<file path="src/rtl/pipe_hazard_ctrl.sv">
// pipe_hazard_ctrl: F/D and D/E buffer sequencer for load-use stalls, branch flushes and interrupt entry.
// State advances on the falling edge, in step with the stage buffers it controls.
module pipe_hazard_ctrl #(
    parameter int REG_W     = 3,
    parameter int DRAIN_CYC = 3,
    parameter int CNT_W     = 16
) (
    input  logic             clk,
    input  logic             rst,
    input  logic [REG_W-1:0] i_id_Rsrc1,
    input  logic [REG_W-1:0] i_id_Rsrc2,
    input  logic             i_id_use1,
    input  logic             i_id_use2,
    input  logic             i_ex_mem_rd,
    input  logic [REG_W-1:0] i_ex_Rdst,
    input  logic             i_br_taken,
    input  logic             i_int,
    output logic             o_pc_en,
    output logic             o_fd_en,
    output logic             o_de_en,
    output logic             o_fd_flush,
    output logic             o_de_flush,
    output logic             o_int_push,
    output logic             o_int_step,
    output logic             o_int_vec,
    output logic [CNT_W-1:0] o_stall_cnt
);
    localparam int DW = $clog2(DRAIN_CYC) + 1;

    typedef enum logic [2:0] {RUN, DRAIN, PUSH_HI, PUSH_LO, VEC} state_t;

    state_t           state_q, state_d;
    logic [DW-1:0]    cnt_q, cnt_d;
    logic [CNT_W-1:0] stall_q, stall_d;
    logic             lu, stall;
    logic             pc_en, fd_en, de_en, fd_flush, de_flush, int_push, int_step, int_vec;

    assign lu = i_ex_mem_rd & ((i_id_use1 & (i_id_Rsrc1 == i_ex_Rdst)) |
                               (i_id_use2 & (i_id_Rsrc2 == i_ex_Rdst)));

    always_comb begin
        state_d  = state_q;
        cnt_d    = cnt_q;
        stall    = 1'b1;
        pc_en    = 1'b0;
        fd_en    = 1'b0;
        de_en    = 1'b0;
        fd_flush = 1'b0;
        de_flush = 1'b0;
        int_push = 1'b0;
        int_step = 1'b0;
        int_vec  = 1'b0;
        case (state_q)
            RUN: begin
                if (i_br_taken) begin
                    {pc_en, fd_en, de_en, fd_flush, de_flush} = 5'b11111;
                    stall = 1'b0;
                end else if (i_int) begin
                    fd_en    = 1'b1;
                    de_en    = 1'b1;
                    fd_flush = 1'b1;
                    cnt_d    = DW'(DRAIN_CYC - 1);
                    state_d  = DRAIN;
                end else if (lu) begin
                    de_en    = 1'b1;
                    de_flush = 1'b1;
                end else begin
                    {pc_en, fd_en, de_en} = 3'b111;
                    stall = 1'b0;
                end
            end
            DRAIN: begin
                fd_en    = 1'b1;
                de_en    = 1'b1;
                fd_flush = 1'b1;
                de_flush = 1'b1;
                cnt_d    = (cnt_q == '0) ? cnt_q : cnt_q - 1'b1;
                state_d  = (cnt_q == '0) ? PUSH_HI : DRAIN;
            end
            PUSH_HI: begin
                int_push = 1'b1;
                state_d  = PUSH_LO;
            end
            PUSH_LO: begin
                int_push = 1'b1;
                int_step = 1'b1;
                state_d  = VEC;
            end
            VEC: begin
                int_vec  = 1'b1;
                pc_en    = 1'b1;
                fd_en    = 1'b1;
                fd_flush = 1'b1;
                state_d  = RUN;
            end
            default: begin
                stall   = 1'b0;
                cnt_d   = '0;
                state_d = RUN;
            end
        endcase
        stall_d = (stall && !(&stall_q)) ? stall_q + 1'b1 : stall_q;
    end

    always_ff @(negedge clk or posedge rst) begin
        if (rst) begin
            state_q <= RUN;
            cnt_q   <= '0;
            stall_q <= '0;
        end else begin
            state_q <= state_d;
            cnt_q   <= cnt_d;
            stall_q <= stall_d;
        end
    end

    // Reset forces every control low combinationally, independent of the clock.
    assign o_pc_en     = pc_en & ~rst;
    assign o_fd_en     = fd_en & ~rst;
    assign o_de_en     = de_en & ~rst;
    assign o_fd_flush  = fd_flush & ~rst;
    assign o_de_flush  = de_flush & ~rst;
    assign o_int_push  = int_push & ~rst;
    assign o_int_step  = int_step & ~rst;
    assign o_int_vec   = int_vec & ~rst;
    assign o_stall_cnt = stall_q;
endmodule
</file>
<file path="config.mk">
export PLATFORM = sky130hd
export DESIGN_NAME = pipe_hazard_ctrl
export DESIGN_NICKNAME = d
export VERILOG_FILES = /design/src/rtl/pipe_hazard_ctrl.sv
export SDC_FILE = /design/constraint.sdc
export NUM_CORES = 1
export LEC_CHECK = 0
export ABC_CLOCK_PERIOD_IN_PS = 1750
export CAP_MARGIN = 20
export CORE_MARGIN = 2
export CORE_UTILIZATION = 46
export DETAILED_ROUTE_END_ITERATION = 12
export GPL_TIMING_DRIVEN = 0
export PLACE_DENSITY = 0.9
export SYNTH_ARGS = -nofsm -noshare
export SYNTH_HDL_FRONTEND = slang
export SYNTH_SLANG_ARGS = --single-unit
</file>
<file path="constraint.sdc">
create_clock -name clk -period 1.75 [get_ports clk]
set_input_delay 0.35 -clock clk [delete_from_list [all_inputs] [get_ports clk]]
set_output_delay 0.35 -clock clk [all_outputs]
set_load 0.01 [all_outputs]
</file>
==> results.json, run 1 <==
{
  "status": "complete, but fails checks",
  "failed_checks": "negative setup slack",
  "synth-seq-area-share_pct": 42.0,
  "cts_buffers": 3,
  "arrival_ns": 2.44,
  "firstDrtPassIters": 4,
  "drt_wl_total_um": 4790,
  "coreArea_um2": 2730,
  "final-setup-viol-count": 65,
  "portBuffers": 39,
  "nNetsFinal": 241,
  "final_cell_area_um2": 2380,
  "drtIter0Drc": 59,
  "fin_skew_ns": 0.0113,
  "intPower_w": 0.00207,
  "critical_path_class": "reg -> out",
  "path_max_fanout": 3,
  "die_h_um": 57.4,
  "place_area_um2": 1860,
  "p_sw_w": 0.00132,
  "ff2ff_setup_slack_ns": -0.34,
  "cts.clk_slew.worst_paths_ns": 0.09,
  "fin_ws_ns": -1.04,
  "power.share.clock_pct": 11.7,
  "synth.avg_cell_area_um2": 9.78,
  "antenna_found_initial": 0,
  "cp_data_required_time_ns": 1.40,
  "slew-limit-headroom_pct": 43.7,
  "clk-insertion-delay-late_ns": 0.32,
  "grt_max_degree": 23,
  "p_per_area_nw_per_um2": 1420,
  "synth_seq_cells": 22,
  "synth_fp_nets": 153,
  "clock-root-buffer": "clkbuf_4",
  "syn_inst": 134,
  "insertedDiodeCount": 0,
  "grt_pass1_vias": 1432,
  "p_total_w": 0.00338,
  "post_drt_wl_per_cell_um": 19.0,
  "start_util_pct": 47.9,
  "ys_warn_count": 0,
  "row_count": 19,
  "rsz0062_at_grt": "yes",
  "grt_pass1_wl_um": 7090,
  "vias_per_cell": 5.65,
  "critPathLaunchType": "flip-flop",
  "synthToLayoutAreaGrowth_pct": 82.0,
  "final_layout_size_suffix_gt1_share_pct": 57.9,
  "drc": 0,
  "grt_usage_pct": 28.2,
  "die_x_um": 57.4,
  "max_cap_violations": 0,
  "yosysUniqueCellTypes": 30,
  "final_util_pct": 87.2,
  "drv_slew": 0,
  "hold_viol_final": 0,
  "p_leak_nw": 1.16,
  "overflow": 0,
  "clock-sinks": 22,
  "syn_area_um2": 1310,
  "worst_pin_slew_ns": 0.843,
  "die_area_um2": 3290,
  "seqPwrFrac_pct": 23.4,
  "final_antenna_net_count": 0,
  "end_kind": "primary output",
  "cts.path.max_buffers": 2,
  "cts_tree": "built",
  "place.gp.congestion": 0.787,
  "ios": 40,
  "vias": 1423,
  "vdd_drop_max_mv": 1.43,
  "place_hpwl_um": 2380,
  "min_path_type": "reg -> reg",
  "swShare_pct": 38.9,
  "p_comb_share_pct": 64.9,
  "htreeDepth": 1
}
## cell families after synthesis
group                    count (synthesis)  synth area share [%]
AND/OR/NAND/NOR                         62                  26.6
flip-flops                              22                  42.0
XOR/XNOR                                21                  14.0
AO/OA/AOI/OAI                           16                  9.36
buffers and inverters                    8                  3.44
adder cells (fa/ha/maj)                  3                  2.87
multiplexers                             2                  1.72
## final timing paths
check,from,to,depth (start not counted)
max in group asynchronous,rst,o_stall_cnt[14],2
max,state_q[2],o_fd_en,4
min,o_stall_cnt[3],o_stall_cnt[3],1
max reg2reg,o_stall_cnt[0],o_stall_cnt[1],8
min reg2reg,o_stall_cnt[3],o_stall_cnt[3],1
min in group asynchronous,rst,cnt_q[1],2
## synth_stat cells
master | n | area [um^2]
ha_1 | 3 | 37.5
buf_6 | 2 | 22.5
o31a_1 | 1 | 8.76
nor3_1 | 2 | 10.0
and4_1 | 2 | 17.5
inv_1 | 3 | 11.3
nand2_1 | 8 | 30.0
nand4_1 | 8 | 50.1
clkbuf_1 | 3 | 11.3
nor2b_1 | 6 | 37.5
nand2b_1 | 2 | 12.5
and3_1 | 11 | 68.8
dfrtn_1 | 22 | 551
o32ai_2 | 1 | 16.3
o21ai_0 | 4 | 20.0
a21boi_2 | 1 | 11.3
nor2_1 | 7 | 26.3
and3b_1 | 1 | 8.76
a211o_4 | 1 | 17.5
nor3b_1 | 1 | 7.51
xnor2_1 | 21 | 184
nor4_1 | 1 | 6.26
and2_1 | 3 | 18.8
mux2_2 | 2 | 22.5
a2111oi_0 | 1 | 8.76
nand3_1 | 8 | 40.0
o21bai_1 | 2 | 15.0
and2_2 | 1 | 7.51
a21oi_1 | 5 | 25.0
or2_2 | 1 | 6.26
## per-layer routing
metal | up-vias | GRT usage [%] | wire [um]
met4 | 0 | 13.6 | 177
met1 | 682 | 31.4 | 1760
li1 | 646 | - | -
met5 | - | 0 | 0
met2 | 75 | 52.3 | 2590
met3 | 20 | 3.40 | 261
## sequential cells by signal, summed over array words and instances (netlist names)
signal and count:
o_stall_cnt 16, state_q 3, cnt_q 3
## power by group through the flow
stage	clock (W)	combinational (W)	sequential, W
after CTS	0.000399	0.00196	0.000772
after global placement	0	0.00131	0.000809
after detailed placement	0	0.00137	0.000822
after floorplan	0	0.000885	0.000829
after global routing	0.000410	0.00233	0.000807
final	0.000397	0.00219	0.000791
## per-stage QoR
step           TNS, ns  hold slack, ns  instances  worst slack (ns)
4_1_cts         -30.58           0.445        241             -1.01
2_1_floorplan   -13.88           0.399        134            -0.648
3_3_place_gp    -53.65           0.415        204             -1.29
3_5_place_dp    -56.31           0.416        204             -1.36
6_report        -30.62           0.469        252             -1.04
5_1_grt         -36.53           0.499        252             -1.07
## layout make-up
class,instances,area [um^2]
plain buffers,5,70.1
repair buffers,83,684
multi-input cells,104,977
well taps,31,38.8
clock buffers,3,22.5
fillers,133,349
clock inverters,1,30.0
inverters,3,11.3
flip-flops and latches,22,551
## cells in the final DEF, fill, tap and decap left out, drive strengths merged
master         count
a2111oi            1
a211o              1
a21boi             1
a21oi              5
and2               4
and3              11
and3b              1
and4               2
buf               82
bufinv             1
clkbuf             4
clkdlybuf4s15      1
clkdlybuf4s50      1
dfrtn             22
dlygate4sd2        3
ha                 3
inv                3
mux2               2
nand2              8
nand2b             2
nand3              8
nand4              8
nor2               7
nor2b              6
nor3               2
nor3b              1
nor4               1
o21ai              4
o21bai             2
o31a               1
o32ai              1
or2                1
xnor2             21
## what timing repair did
action / 4_1_cts / 5_1_grt
hold buffers: 0 / 0
cloned: 1 / 0
pin swaps: 26 / 14
setup buffers: 32 / 13
gates resized for setup: 186 / 24
endpoints found under the setup margin: 66 / 65
## worst max-delay path, cell delays in order, from the launching register on
cell       delay [ns]
dfrtn_1          0.41
nor4_2           0.45
a2111oi_4        0.09
o21bai_4         0.20
buf_6            0.12
Power figures use the tool's default switching activity.
==> run 2: changes to the inputs <==
Settings changed: ABC_CLOCK_PERIOD_IN_PS 1750 to 3060, CORE_UTILIZATION 46 to 33, PLACE_DENSITY 0.9 to 0.71.
Clock period 1.75 ns to 3.06 ns, I/O delays scaled along.
==> run 2 against run 1 <==
- via count shrank 8.8%
- critical path type unchanged
- final cell count increased by 2.4%
- largest power group unchanged
- non-clock buffer count shrank 11
- utilization decreased by 30 points
- first-iteration DRC count decreased by 27%
- the flow still finishes with violations (negative setup slack)
==> results.json, run 2 (synthesized netlist as in run 1, its figures left out) <==
{
  "coreArea_um2": 3740,
  "drc": 0,
  "clock-sinks": 22,
  "hold_start": "o_stall_cnt[11]",
  "clock-root-buffer": "clkbuf_8",
  "grt_usage_pct": 17.4,
  "firstDrtPassIters": 4,
  "cp_data_required_time_ns": 2.45,
  "critPathLaunchType": "flip-flop",
  "place_hpwl_um": 2380,
  "hold_buffers": 0,
  "crit_chain": "clkbuf_8 -> a2111oi_4 -> o21bai_4 -> buf_6",
  "insertedDiodeCount": 0,
  "fin_ws_ns": -0.560,
  "final_layout_size_suffix_gt1_share_pct": 46.2,
  "p_per_area_nw_per_um2": 831,
  "end_kind": "primary output",
  "min_path_type": "reg -> reg",
  "cp_top_family": "compound AO/OA/AOI/OAI gates",
  "htreeDepth": 1,
  "failed_checks": "negative setup slack",
  "hold_viol_final": 0,
  "crit_buf_inv": 2,
  "antenna_found_initial": 0,
  "die_x_um": 67.0,
  "vias": 1298,
  "drv_slew": 0,
  "cts_tree": "built",
  "final_cell_mix": "buf_4 (29), buf_2 (26), dfrtn_1 (22), xnor2_1 (20), and3_1 (11)",
  "worst_pin_slew_ns": 0.825,
  "synthToLayoutAreaGrowth_pct": 64.7,
  "r2r-start": "o_stall_cnt[8]",
  "fin_skew_ns": 0.00518,
  "final-setup-viol-count": 49,
  "post-place-ws_ns": -0.947,
  "path_max_fanout": 6,
  "final_antenna_net_count": 0,
  "die_area_um2": 4490,
  "nNetsFinal": 230,
  "die_h_um": 67.0,
  "final_common_cell": "buf_4",
  "critPathLaunch": "state_q[2]",
  "cts.path.max_buffers": 2,
  "cts_buffers": 3,
  "overflow": 0,
  "clk-insertion-delay-late_ns": 0.27,
  "status": "complete, but fails checks",
  "holdWs_ns": 0.426,
  "rsz0062_at_grt": "yes",
  "arrival_ns": 3.01,
  "slew-limit-headroom_pct": 44.9,
  "p_leak_nw": 1.05,
  "grt_pass1_wl_um": 6020,
  "max_cap_violations": 0,
  "portBuffers": 39,
  "drt_wl_total_um": 3670,
  "fillers": 326,
  "grt_pass1_vias": 1316,
  "critical_path_class": "reg -> out",
  "start_util_pct": 35.0,
  "largest_reg_flops": 16,
  "row_count": 22,
  "cts.clk_slew.worst_paths_ns": 0.06,
  "grt_max_degree": 23,
  "slowest_stage": "dfrtn_1",
  "vias_per_cell": 5.03,
  "vdd_drop_max_mv": 0.489,
  "ios": 40,
  "drtIter0Drc": 43,
  "place.gp.congestion": 0.712,
  "post_drt_wl_per_cell_um": 14.2,
  "max_stage_delay_ns": 0.41
}
[run 2: cell count changes in the layout (fill, tap and decap cells not counted), moves of 3 or more]
cell / previous run / this run
buf_2: 22 / 26
buf_4: 34 / 29
buf_6: 18 / 8
buf_8: 7 / 3
clkbuf_4: 3 / 0
clkbuf_8: 1 / 4
nand3_1: 1 / 4
o21ai_0: 1 / 4
xnor2_1: 16 / 20
xnor2_2: 5 / 1
[run 2: path summary, 6_finish.rpt]
kind / to / slack [ns] / depth (start not counted)
hold / removal: o_stall_cnt[11] / 0.43 / 1
min in group asynchronous: cnt_q[1] / 2.53 / 2
hold reg to reg: o_stall_cnt[11] / 0.43 / 1
setup reg to reg: o_stall_cnt[9] / 1.08 / 9
max in group asynchronous: o_stall_cnt[13] / -0.01 / 2
setup / recovery: o_fd_en / -0.56 / 4
[run 2: worst register-to-register path: cells and delay by family (launching register included)]
kind          cells  cell delay (ns)
simple gates      5             0.89
flops             1             0.35
xor+xnor          1             0.16
buf+inv           3             0.43
[run 2: per-layer routing]
metal / track usage (%) / share of wire [%] / vias to the layer above
met1: 19.6 / 39 / 628
met3: 3.89 / 7.5 / 6
met2: 33.0 / 53 / 43
met4: 3.57 / 1.2 / 0
li1: - / - / 621
met5: 0 / 0 / -
[run 2: final cells by class]
type,count,area [um^2],area share (%)
Inverter,3,11.3,0.522
Clock inverter,1,30.0,1.39
Tap cell,48,60.1,2.78
Multi-Input combinational cell,104,855,39.6
Clock buffer,3,41.3,1.91
Sequential cell,22,551,25.5
Buffer,5,70.1,3.25
Timing Repair Buffer,72,539,25.0
[run 2: repair_timing]
action / in CTS / in global routing
resized for setup: 145 / 4
setup endpoints to repair: 65 / 53
endpoints found under the hold margin: 0 / 0
setup buffers: 26 / 6
pin swaps: 13 / 2
gates cloned: 1 / 0
[run 2: power breakdown]
group          switching, W  internal [W]  leakage (nW)
Combinational      0.000477      0.000608         0.721
Sequential        0.0000589      0.000380         0.288
Clock             0.0000936      0.000175        0.0357
Total              0.000630       0.00116          1.05
[run 2: per-stage QoR]
stage          std cells  util [%]  total power, W  area [um^2]  setup TNS (ns)
2_1_floorplan        134         -        0.000972         1430           -3.69
3_3_place_gp         221      50.2         0.00121         1880          -28.49
3_5_place_dp         221      50.2         0.00124         1880          -29.54
4_1_cts              252      56.7         0.00175         2120           -8.74
5_1_grt              258      57.6         0.00192         2160          -14.43
6_report             258      57.6         0.00179         2160           -8.28
==> run 3: changes to the inputs <==
Settings changed: MAX_ROUTING_LAYER from default to met4.
==> run 3 against run 2 <==
- highest routed layer unchanged
- largest power group unchanged
- the flow still finishes with violations (negative setup slack)
- register-to-register slack is essentially flat
- flip-flop and latch count is the same
- critical endpoint unchanged
- utilization is the same
==> results.json, run 3 (synthesized netlist as in run 1, its figures left out) <==
{
  "cts_buffers": 3,
  "crit_chain": "clkbuf_8 -> a2111oi_4 -> o21bai_4 -> buf_6",
  "largest_reg_flops": 16,
  "die_x_um": 67.0,
  "critical_path_class": "reg -> out",
  "cts_tree": "built",
  "cts.clk_slew.worst_paths_ns": 0.06,
  "drv_slew": 0,
  "drt_wl_total_um": 3670,
  "clock-root-buffer": "clkbuf_8",
  "cp_top_family": "compound AO/OA/AOI/OAI gates",
  "p_comb_share_pct": 60.6,
  "place_hpwl_um": 2380,
  "cp.depth": 4,
  "clk-insertion-delay-late_ns": 0.27,
  "start_util_pct": 35.0,
  "arrival_ns": 3.00,
  "insertedDiodeCount": 0,
  "holdPathStages": 1,
  "place.gp.congestion": 0.720,
  "fillers": 326,
  "final_common_cell": "buf_4",
  "final_util_pct": 57.6,
  "hold_buffers": 0,
  "clock-sinks": 22,
  "drc": 0,
  "power.share.clock_pct": 15.0,
  "rsz0062_at_grt": "yes",
  "seqPwrFrac_pct": 24.5,
  "htreeDepth": 1,
  "overflow": 0,
  "final-setup-viol-count": 49,
  "p_leak_nw": 1.05,
  "post-place-ws_ns": -0.947,
  "p_sw_w": 0.000629,
  "path_max_fanout": 6,
  "die_area_um2": 4490,
  "ff2ff_path_depth": 9,
  "crit_buf_inv": 2,
  "grt_usage_pct": 17.9,
  "final-seq-area_um2": 551,
  "p_per_area_nw_per_um2": 830,
  "failed_checks": "negative setup slack",
  "max_stage_delay_ns": 0.41,
  "worst_pin_slew_ns": 0.836,
  "final_layout_size_suffix_gt1_share_pct": 46.2,
  "ios": 40,
  "cp_data_required_time_ns": 2.45,
  "vdd_drop_max_mv": 0.487,
  "post_drt_wl_per_cell_um": 14.2,
  "status": "complete, but fails checks",
  "p_total_w": 0.00179,
  "firstDrtPassIters": 4,
  "portBuffers": 39,
  "swShare_pct": 35.1,
  "antenna_found_initial": 0,
  "synthToLayoutAreaGrowth_pct": 64.7,
  "hold_viol_final": 0,
  "nNetsFinal": 230,
  "fin_ws_ns": -0.555,
  "vias_per_cell": 5.06,
  "vias": 1306,
  "slew-limit-headroom_pct": 44.2,
  "drtIter0Drc": 29,
  "critPathLaunchType": "flip-flop",
  "coreArea_um2": 3740,
  "row_count": 22,
  "min_path_type": "reg -> reg",
  "die_h_um": 67.0,
  "end_kind": "primary output",
  "max_cap_violations": 0,
  "grt_max_degree": 23,
  "intPower_w": 0.00116,
  "slowest_stage": "dfrtn_1",
  "grt_pass1_vias": 1317,
  "final_cell_mix": "buf_4 (29), buf_2 (26), dfrtn_1 (22), xnor2_1 (20), and3_1 (11)",
  "cts.path.max_buffers": 2,
  "multi_input_comb_area_um2": 855,
  "final_antenna_net_count": 0,
  "fin_skew_ns": 0.00480,
  "grt_pass1_wl_um": 6020
}
==> run 3: cell counts in the layout (fill, tap and decap cells not counted) <==
Identical to the previous run, type by type.
==> run 3: power groups by stage <==
stage	sequential (W)	clock (W)	combinational, W
6_report	0.000438	0.000268	0.00108
5_1_grt	0.000450	0.000296	0.00117
4_1_cts	0.000435	0.000276	0.00104
3_5_place_dp	0.000469	0	0.000774
3_3_place_gp	0.000463	0	0.000744
2_1_floorplan	0.000473	0	0.000498
==> run 3: what timing repair did <==
action                                  CTS  global route
buffers inserted                         26             6
endpoints found under the setup margin   65            53
pin swaps                                13             2
resized for setup                       145             4
cloned                                    1             0
==> run 3: area by class of cell <==
cell class                      count  area share [%]
Timing Repair Buffer               72            25.0
Sequential cell                    22            25.5
Clock buffer                        3            1.91
Multi-Input combinational cell    104            39.6
Clock inverter                      1            1.39
Tap cell                           48            2.78
Inverter                            3           0.522
Buffer                              5            3.25
==> run 3: final timing paths <==
path,start,end,slack (ns)
max,state_q[2],o_fd_en,-0.56
min,o_stall_cnt[11],o_stall_cnt[11],0.42
max reg2reg,o_stall_cnt[8],o_stall_cnt[9],1.09
min reg2reg,o_stall_cnt[11],o_stall_cnt[11],0.42
max in group asynchronous,rst,o_stall_cnt[8],-0.02
min in group asynchronous,rst,cnt_q[1],2.53
==> run 3: per-layer routing <==
layer	routed length [um]	track usage [%]	share of wire, %	vias to the layer above
met5	0	-	0	-
met3	294	3.89	8.0	8
met2	1950	33.2	53	53
met1	1390	19.5	38	625
li1	-	-	-	620
met4	46	3.57	1.3	0
==> run 3: through the flow <==
step | hold WS [ns] | area [um^2] | instances | TNS [ns]
finish | 0.422 | 2160 | 258 | -8.48
detailed placement | 0.420 | 1880 | 221 | -29.54
global route | 0.438 | 2160 | 258 | -14.40
floorplan | 0.399 | 1430 | 134 | -3.69
global placement | 0.419 | 1880 | 221 | -28.49
CTS | 0.429 | 2120 | 252 | -8.74
==> run 3: worst reg2reg max path: stages (launching register included) <==
cell     delay, ns
dfrtn_1       0.35
buf_4         0.14
buf_4         0.13
and3_1        0.19
and3_1        0.19
and2_2        0.22
nand2_1       0.15
buf_6         0.17
nand4_1       0.13
xnor2_1       0.16
